File: src/rtl/seq_divider.sv
// seq_divider: multi-cycle unsigned N-bit restoring divider.
//   The trial subtraction is the subtract direction of an N-parameterised
//   lookahead adder: an (N+1)-bit add of the shifted partial remainder and
//   the inverted divisor, with carry-in 1. One quotient bit is resolved per
//   clock.
//
// Ports (seq_divider):
//   clk          in   system clock, rising edge
//   rst_n        in   asynchronous active-low reset
//   start        in   request, sampled only in IDLE
//   dividend     in   N-bit unsigned dividend, captured on accepted start
//   divisor      in   N-bit unsigned divisor, captured on accepted start
//   busy         out  high while iterating (RUN)
//   done         out  one-cycle pulse, result valid
//   quotient     out  N-bit unsigned quotient
//   remainder    out  N-bit unsigned remainder
//   div_by_zero  out  high with done when the captured divisor was 0
//
// Ports (seq_divider_cla):
//   a_i, b_i     in   W-bit addends
//   cin_i        in   carry in
//   sum_o        out  W-bit sum
//   cout_o       out  carry out of bit W-1

// Kogge-Stone style parallel-prefix lookahead adder.
module seq_divider_cla #(
  parameter int W = 9
) (
  input  logic [W-1:0] a_i,
  input  logic [W-1:0] b_i,
  input  logic         cin_i,
  output logic [W-1:0] sum_o,
  output logic         cout_o
);
  localparam int LV = $clog2(W);

  logic [W:0] c;

  // Each level doubles the span of the group generate/propagate terms.
  // Levels live in separate generate scopes so no signal feeds itself.
  for (genvar lv = 0; lv <= LV; lv++) begin : g_lvl
    logic [W-1:0] gg;
    logic [W-1:0] pp;
    if (lv == 0) begin : g_base
      assign gg = a_i & b_i;
      assign pp = a_i ^ b_i;
    end else begin : g_pfx
      localparam int D = 1 << (lv - 1);
      for (genvar i = 0; i < W; i++) begin : g_bit
        if (i >= D) begin : g_comb
          assign gg[i] = g_lvl[lv-1].gg[i] | (g_lvl[lv-1].pp[i] & g_lvl[lv-1].gg[i-D]);
          assign pp[i] = g_lvl[lv-1].pp[i] & g_lvl[lv-1].pp[i-D];
        end else begin : g_pass
          assign gg[i] = g_lvl[lv-1].gg[i];
          assign pp[i] = g_lvl[lv-1].pp[i];
        end
      end
    end
  end

  // Final level holds group terms over bits [i:0]; fold in the carry-in.
  assign c[0] = cin_i;
  for (genvar i = 0; i < W; i++) begin : g_carry
    assign c[i+1] = g_lvl[LV].gg[i] | (g_lvl[LV].pp[i] & cin_i);
  end

  assign sum_o  = g_lvl[0].pp ^ c[W-1:0];
  assign cout_o = c[W];
endmodule

module seq_divider #(
  parameter int N = 8
) (
  input  logic         clk,
  input  logic         rst_n,
  input  logic         start,
  input  logic [N-1:0] dividend,
  input  logic [N-1:0] divisor,
  output logic         busy,
  output logic         done,
  output logic [N-1:0] quotient,
  output logic [N-1:0] remainder,
  output logic         div_by_zero
);
  localparam int CW = (N > 1) ? $clog2(N) : 1;

  typedef enum logic [1:0] {IDLE, RUN, DONE} state_t;

  state_t        state_q;
  logic [N-1:0]  dvd_q;   // working copy of the dividend, MSB-first shifter
  logic [N-1:0]  dvs_q;
  logic [N-1:0]  rem_q;
  logic [N-1:0]  quo_q;
  logic [CW-1:0] cnt_q;
  logic          busy_q;
  logic          done_q;
  logic          dbz_q;

  logic [N:0]    shifted;
  logic [N:0]    trial;
  logic          no_borrow;
  logic [N-1:0]  rem_d;
  logic [N-1:0]  quo_d;
  logic          unused_trial_msb;

  // Bring the next dividend bit into the partial remainder.
  assign shifted = {rem_q, dvd_q[N-1]};

  // shifted - divisor as shifted + ~{0,divisor} + 1; carry out = no borrow.
  seq_divider_cla #(.W(N + 1)) u_sub (
    .a_i    (shifted),
    .b_i    (~{1'b0, dvs_q}),
    .cin_i  (1'b1),
    .sum_o  (trial),
    .cout_o (no_borrow)
  );

  // Remainder stays below the divisor, so bit N of either candidate is 0.
  assign rem_d            = no_borrow ? trial[N-1:0] : shifted[N-1:0];
  assign quo_d            = {quo_q[N-2:0], no_borrow};
  assign unused_trial_msb = trial[N];

  always_ff @(posedge clk or negedge rst_n) begin
    if (!rst_n) begin
      state_q <= IDLE;
      dvd_q   <= '0;
      dvs_q   <= '0;
      rem_q   <= '0;
      quo_q   <= '0;
      cnt_q   <= '0;
      busy_q  <= 1'b0;
      done_q  <= 1'b0;
      dbz_q   <= 1'b0;
    end else begin
      case (state_q)
        IDLE: begin
          done_q <= 1'b0;
          if (start) begin
            dvd_q <= dividend;
            dvs_q <= divisor;
            if (divisor != '0) begin
              rem_q   <= '0;
              quo_q   <= '0;
              cnt_q   <= '0;
              busy_q  <= 1'b1;
              dbz_q   <= 1'b0;
              state_q <= RUN;
            end else begin
              // Divide by zero short-circuits straight to the result.
              quo_q   <= '1;
              rem_q   <= dividend;
              dbz_q   <= 1'b1;
              done_q  <= 1'b1;
              state_q <= DONE;
            end
          end
        end
        RUN: begin
          dvd_q <= {dvd_q[N-2:0], 1'b0};
          rem_q <= rem_d;
          quo_q <= quo_d;
          cnt_q <= cnt_q + CW'(1);
          if (cnt_q == CW'(N - 1)) begin
            busy_q  <= 1'b0;
            done_q  <= 1'b1;
            dbz_q   <= 1'b0;
            state_q <= DONE;
          end
        end
        DONE: begin
          done_q  <= 1'b0;
          state_q <= IDLE;
        end
        default: begin
          busy_q  <= 1'b0;
          done_q  <= 1'b0;
          state_q <= IDLE;
        end
      endcase
    end
  end

  assign busy        = busy_q;
  assign done        = done_q;
  assign quotient    = quo_q;
  assign remainder   = rem_q;
  assign div_by_zero = dbz_q;
endmodule
File: config.mk
export PLATFORM = sky130hd
export DESIGN_NAME = seq_divider
export DESIGN_NICKNAME = d
export VERILOG_FILES = /design/src/rtl/seq_divider.sv
export SDC_FILE = /design/constraint.sdc
export NUM_CORES = 1
export LEC_CHECK = 0
export CORE_MARGIN = 2
export CORE_UTILIZATION = 65
export DETAILED_ROUTE_END_ITERATION = 10
export DONT_BUFFER_PORTS = 1
export PLACE_DENSITY = 0.82
export SLEW_MARGIN = 20
export SYNTH_ARGS = -nofsm -noshare
export SYNTH_HDL_FRONTEND = slang
export SYNTH_HIERARCHICAL = 1
export SYNTH_SLANG_ARGS = --single-unit
File: constraint.sdc
create_clock -name clk -period 4.6 [get_ports clk]
set_clock_uncertainty 0.05 [all_clocks]
set_input_delay 1.38 -clock clk [delete_from_list [all_inputs] [get_ports clk]]
set_output_delay 1.38 -clock clk [all_outputs]
set_load 0.005 [all_outputs]
# Word level (Yosys, flattened, before mapping)
# Cells that the tools add are included.
# totals
register_bits	40
inputBits	19
out_inout_bits	19
word_cells	118
# classes
addsub	1
eq_ne	6
muxes	26
bitwise_logic	67
n_reduce_logical	9
# ops
cell	count
$mux 8	6
$pmux 8 s2	3
$and 1x1->1	36
$or 1x1->1	26
$and 9x9->9	1
$not 8->9	1
$xor 9x9->9	1
$reduce_bool 8->1	1
$xor 8x8->8	1
$mux 1	7
$mux 2	3
$mux 3	2
$ne 2x2->1 const B	3
$pmux 3 s2	1
$reduce_and 2->1	3
$reduce_and 3->1	2
$pmux 1 s2	2
$pmux 2 s2	1
$reduce_and 4->1	1
$add 3x1->3 const B	1
$eq 3x3->1 const B	1
$pmux 1 s3	1
$eq 2x1->1 const B	1
$eq 2x2->1 const B	1
3 further kinds	3

# Logic depth before layout (Yosys ltp)
# depth
word_depth	12
mapped_depth	10
depth_no_buf	9

# Hierarchy
# Netlist, hierarchy kept.
# by_module_without_submodules
mod	n_inst	cells_per_inst	area_each_um2	seq_area_each_um2
seq_divider	1	191	1929.4	1001.0
seq_divider_cla	1	54	412.9	0.0

# Least setup slack after synthesis
# No wires, ideal clock.
# synth_timing
path_kind	input to register
start	in start
end	reg quo_q[0], in the netlist quotient[0]
setup_time_ps	126
arrival_ps	2159
t_required_ps	4424
path_slack_ps	2265
cell_stages	5
path_buffers	2
cell_sequence	buf_6 or3b_1 buf_6 a21oi_2 a21oi_1
# synth_between
elab_chain_cells	2
# synth_rtl
element	line_no	source
start, declared	76	input logic start,
$ne 2x2->1 (no line)	--	
$reduce_and 2->1 (no line)	--	
end signal, assigned	161	quo_q <= quo_d;
end, declared	93	logic [N-1:0] quo_q;
# Every way passes these cells.
# A chain may end at the register's enable or synchronous reset.

# Worst setup path after layout
# layout_timing
start	reg rem_q[0], in the netlist remainder[0]
end	reg rem_q[0], in the netlist remainder[0]
# layout_between
elab_chain_cells	11
elab_cells_between_ends	17
cone_classes	2 x mux; 15 x bitwise
# layout_rtl
element	line_no	source
start, declared	92	logic [N-1:0] rem_q;
start signal, assigned	151	rem_q <= dividend;
start signal, assigned	160	rem_q <= rem_d;
$and 9x9->9	45	assign gg = a_i & b_i;
$and 1x1->1	51	assign gg[i] = g_lvl[lv-1].gg[i] | (g_lvl[lv-1].pp[i] & g_lvl[lv-1].gg[i-D]);
$or 1x1->1	51	
$and 1x1->1	51	
$or 1x1->1	51	
$and 1x1->1	51	
$or 1x1->1 (2 in a row)	51	
$or 1x1->1 (*)	64	assign c[i+1] = g_lvl[LV].gg[i] | (g_lvl[LV].pp[i] & cin_i);
named net no_borrow	101	logic no_borrow;
$mux 8 (*)	119	assign rem_d = no_borrow ? trial[N-1:0] : shifted[N-1:0];
$pmux 8 s2 (*)	135	case (state_q)
# Mark *: on every way through the listed nets, which the timed path passes. The rest lies on a longest branch.

==> results.cfg <==
[run_status]
outcome = complete, no violations

[floorplan]
core_sq_um = 3360
ios = 38
start_util = 0.684
die_w_microns = 63.5
die_area_sq_um = 4030
dieHeight_microns = 63.5
rows = 21

[pwr]
p_total_mw = 1.76
power_density_nw_per_um2 = 748
irDropWorstVdd_uv = 356
p_leak_nw = 1.09

[logic_synthesis]
syn_area_per_cell_sq_um = 9.63
synthesis.area_sq_um = 2300
netlist_instances = 239
yosys_warnings = 6

[placement]
dp_hpwl_microns = 3540
dp_slack_ns = 1.83
port_buffers = 0
place.gp.congestion = 0.886

[grt]
grt_pass1_wl_microns = 8200
antenna_found_initial = 0
grt_start_max_net_pins = 41
track_usage = 0.262
first_global_vias = 1738
globalRouteOverflowTotal = 0

[drt]
wl_microns = 4770
ant_nets = 0
drt-initial-drc-count = 141
first_pass_iters = 4
wl_per_cell_microns = 16.8
vias = 1717
viasPerCell = 6.05
drc = 0

[critical_path]
worstPathArrival_ns = 3.00
r2r_slack_ns = 1.79
slowest_delay_ns = 0.56
cp_top_family = compound AO/OA/AOI/OAI gates
crit_path_end_kind = flip-flop
crit_path_start_kind = flip-flop
cp.required_ns = 4.79
cp_slowest_cell = o2111ai_1
worstPathMaxFanout = 9
rr_startpoint = remainder[0]$_DFFE_PN0P_
rr_endpoint = remainder[0]$_DFFE_PN0P_
crit_chain = ha_1 > a21oi_2 > a21oi_2 > o2111ai_1 > o2111ai_1 > mux2_2 > a22oi_1 > o21ai_0
crit_buf_inv = 0
worstSetupPathType = reg -> reg
rr_worst_depth = 8

[cts]
worstSkewPairLatency_ns = 0.35
htreeDepth = 2
cts_made_buffers = 5
ctsResizeCount = 0
clkSinkCount = 40
cts_tree = built
cts_buffer_depth = 2
cts_setup_buffers = 0
cts.clk_slew.worst_paths_ns = 0.11
ctsHoldBuffers = 0
cts_root_buffer = clkbuf_4

[timing]
slew_violations = 0
relSlewSlack = 0.259
fin_tns_setup_ns = 0
fin_ws_ns = 1.79
finalHoldViolCount = 0
setup_viol = 0
rsz0062_at_grt = no
max_freq_mhz = 356
layout_worst_path_cycle_share = 0.610
min_period_ns = 2.81
worst_pin_slew_ns = 1.11

[flow_run]
maxCapViolations = 0

[cells_and_area]
regArea_sq_um = 1000
insertedDiodeCount = 0
final_nets = 268
multi_input_area_sq_um = 1170
layout-drive-gt1-share = 0.105
nFillCells = 303
area.growth.synth_to_final_pct = 2.50

[worst_hold_path]
timing.hold.worst.start = dvd_q[4]$_DFFE_PN0P_
min_path_cells = 2
hold_class = reg -> reg
min_to = dvd_q[5]$_DFFE_PN0P_
[report_power, final]
| group | internal (mW) | switching, mW | total [mW] | leakage (nW) |
|---|---|---|---|---|
| combinational | 0.419 | 0.503 | 0.922 | 0.564 |
| sequential | 0.508 | 0.148 | 0.656 | 0.496 |
| clock | 0.0755 | 0.110 | 0.186 | 0.0326 |
| total | 1.00 | 0.761 | 1.76 | 1.09 |
[registers in the layout (all words and copies together) (netlist names)]
| name | flops |
|---|---|
| cnt_q | 3 |
| div_by_zero | 1 |
| remainder | 8 |
| dvd_q | 8 |
| done | 1 |
| state_q | 2 |
| quotient | 8 |
| dvs_q | 8 |
| busy | 1 |
[final cells by class]
type | count | area share
Clock buffer | 8 | 0.0249
Inverter | 14 | 0.0223
Timing Repair Buffer | 2 | 0.00637
Tap cell | 46 | 0.0244
Multi-Input combinational cell | 174 | 0.498
Sequential cell | 40 | 0.424
[worst max-delay path by stage]
stage,start,to,slack (ns),cells after the start
detailed placement,remainder[0]$_DFFE_PN0P_,remainder[0]$_DFFE_PN0P_,1.83,8
CTS,remainder[0]$_DFFE_PN0P_,remainder[0]$_DFFE_PN0P_,1.82,8
global placement,start,cnt_q[0]$_DFFE_PN0P_,1.87,3
finish,remainder[0]$_DFFE_PN0P_,remainder[0]$_DFFE_PN0P_,1.79,8
global route,remainder[0]$_DFFE_PN0P_,remainder[0]$_DFFE_PN0P_,1.56,8
floorplan,start,quotient[0]$_DFFE_PN0P_,2.27,5
[cell usage in the layout (no fill, tap or decap), types with 2 or more instances in the layout]
cell type   n
inv_1      14
nor2_1     18
clkbuf_1    2
a22oi_1     8
ha_1       11
conb_1      4
nor4_2      2
clkbuf_4    5
nand2_1    24
xor2_1      3
nand2b_1    2
a221o_1     7
nand4_1     2
o2111ai_1   2
o21ai_0    22
nand3_1     4
and2b_1     7
nor2b_1     2
buf_4       2
a21oi_2    11
a21oi_1    17
mux2i_1     8
xnor2_1     2
dfrtp_1    40
[through the flow]
| stage | cell area (sq um) | hold slack, ns | utilization | cells |
|---|---|---|---|---|
| floorplan | 2310 | 0.417 | - | 242 |
| global placement | 2300 | 0.451 | 0.684 | 276 |
| detailed placement | 2300 | 0.462 | 0.684 | 276 |
| CTS | 2360 | 0.489 | 0.701 | 284 |
| global route | 2360 | 0.527 | 0.701 | 284 |
| finish | 2360 | 0.490 | 0.701 | 284 |
[metal layers]
layer / share of wire / global-route usage
met3: 0.045 / 0.0607
met4: 0.015 / 0.0761
met2: 0.51 / 0.443
met5: 0 / 0
met1: 0.43 / 0.335
[worst min-delay path, cell delays in order (launching register included)]
cell and delay (ns):
dfrtp_1 0.37, a22oi_1 0.07, o21ai_0 0.07
(Power assumes the default switching activity.)
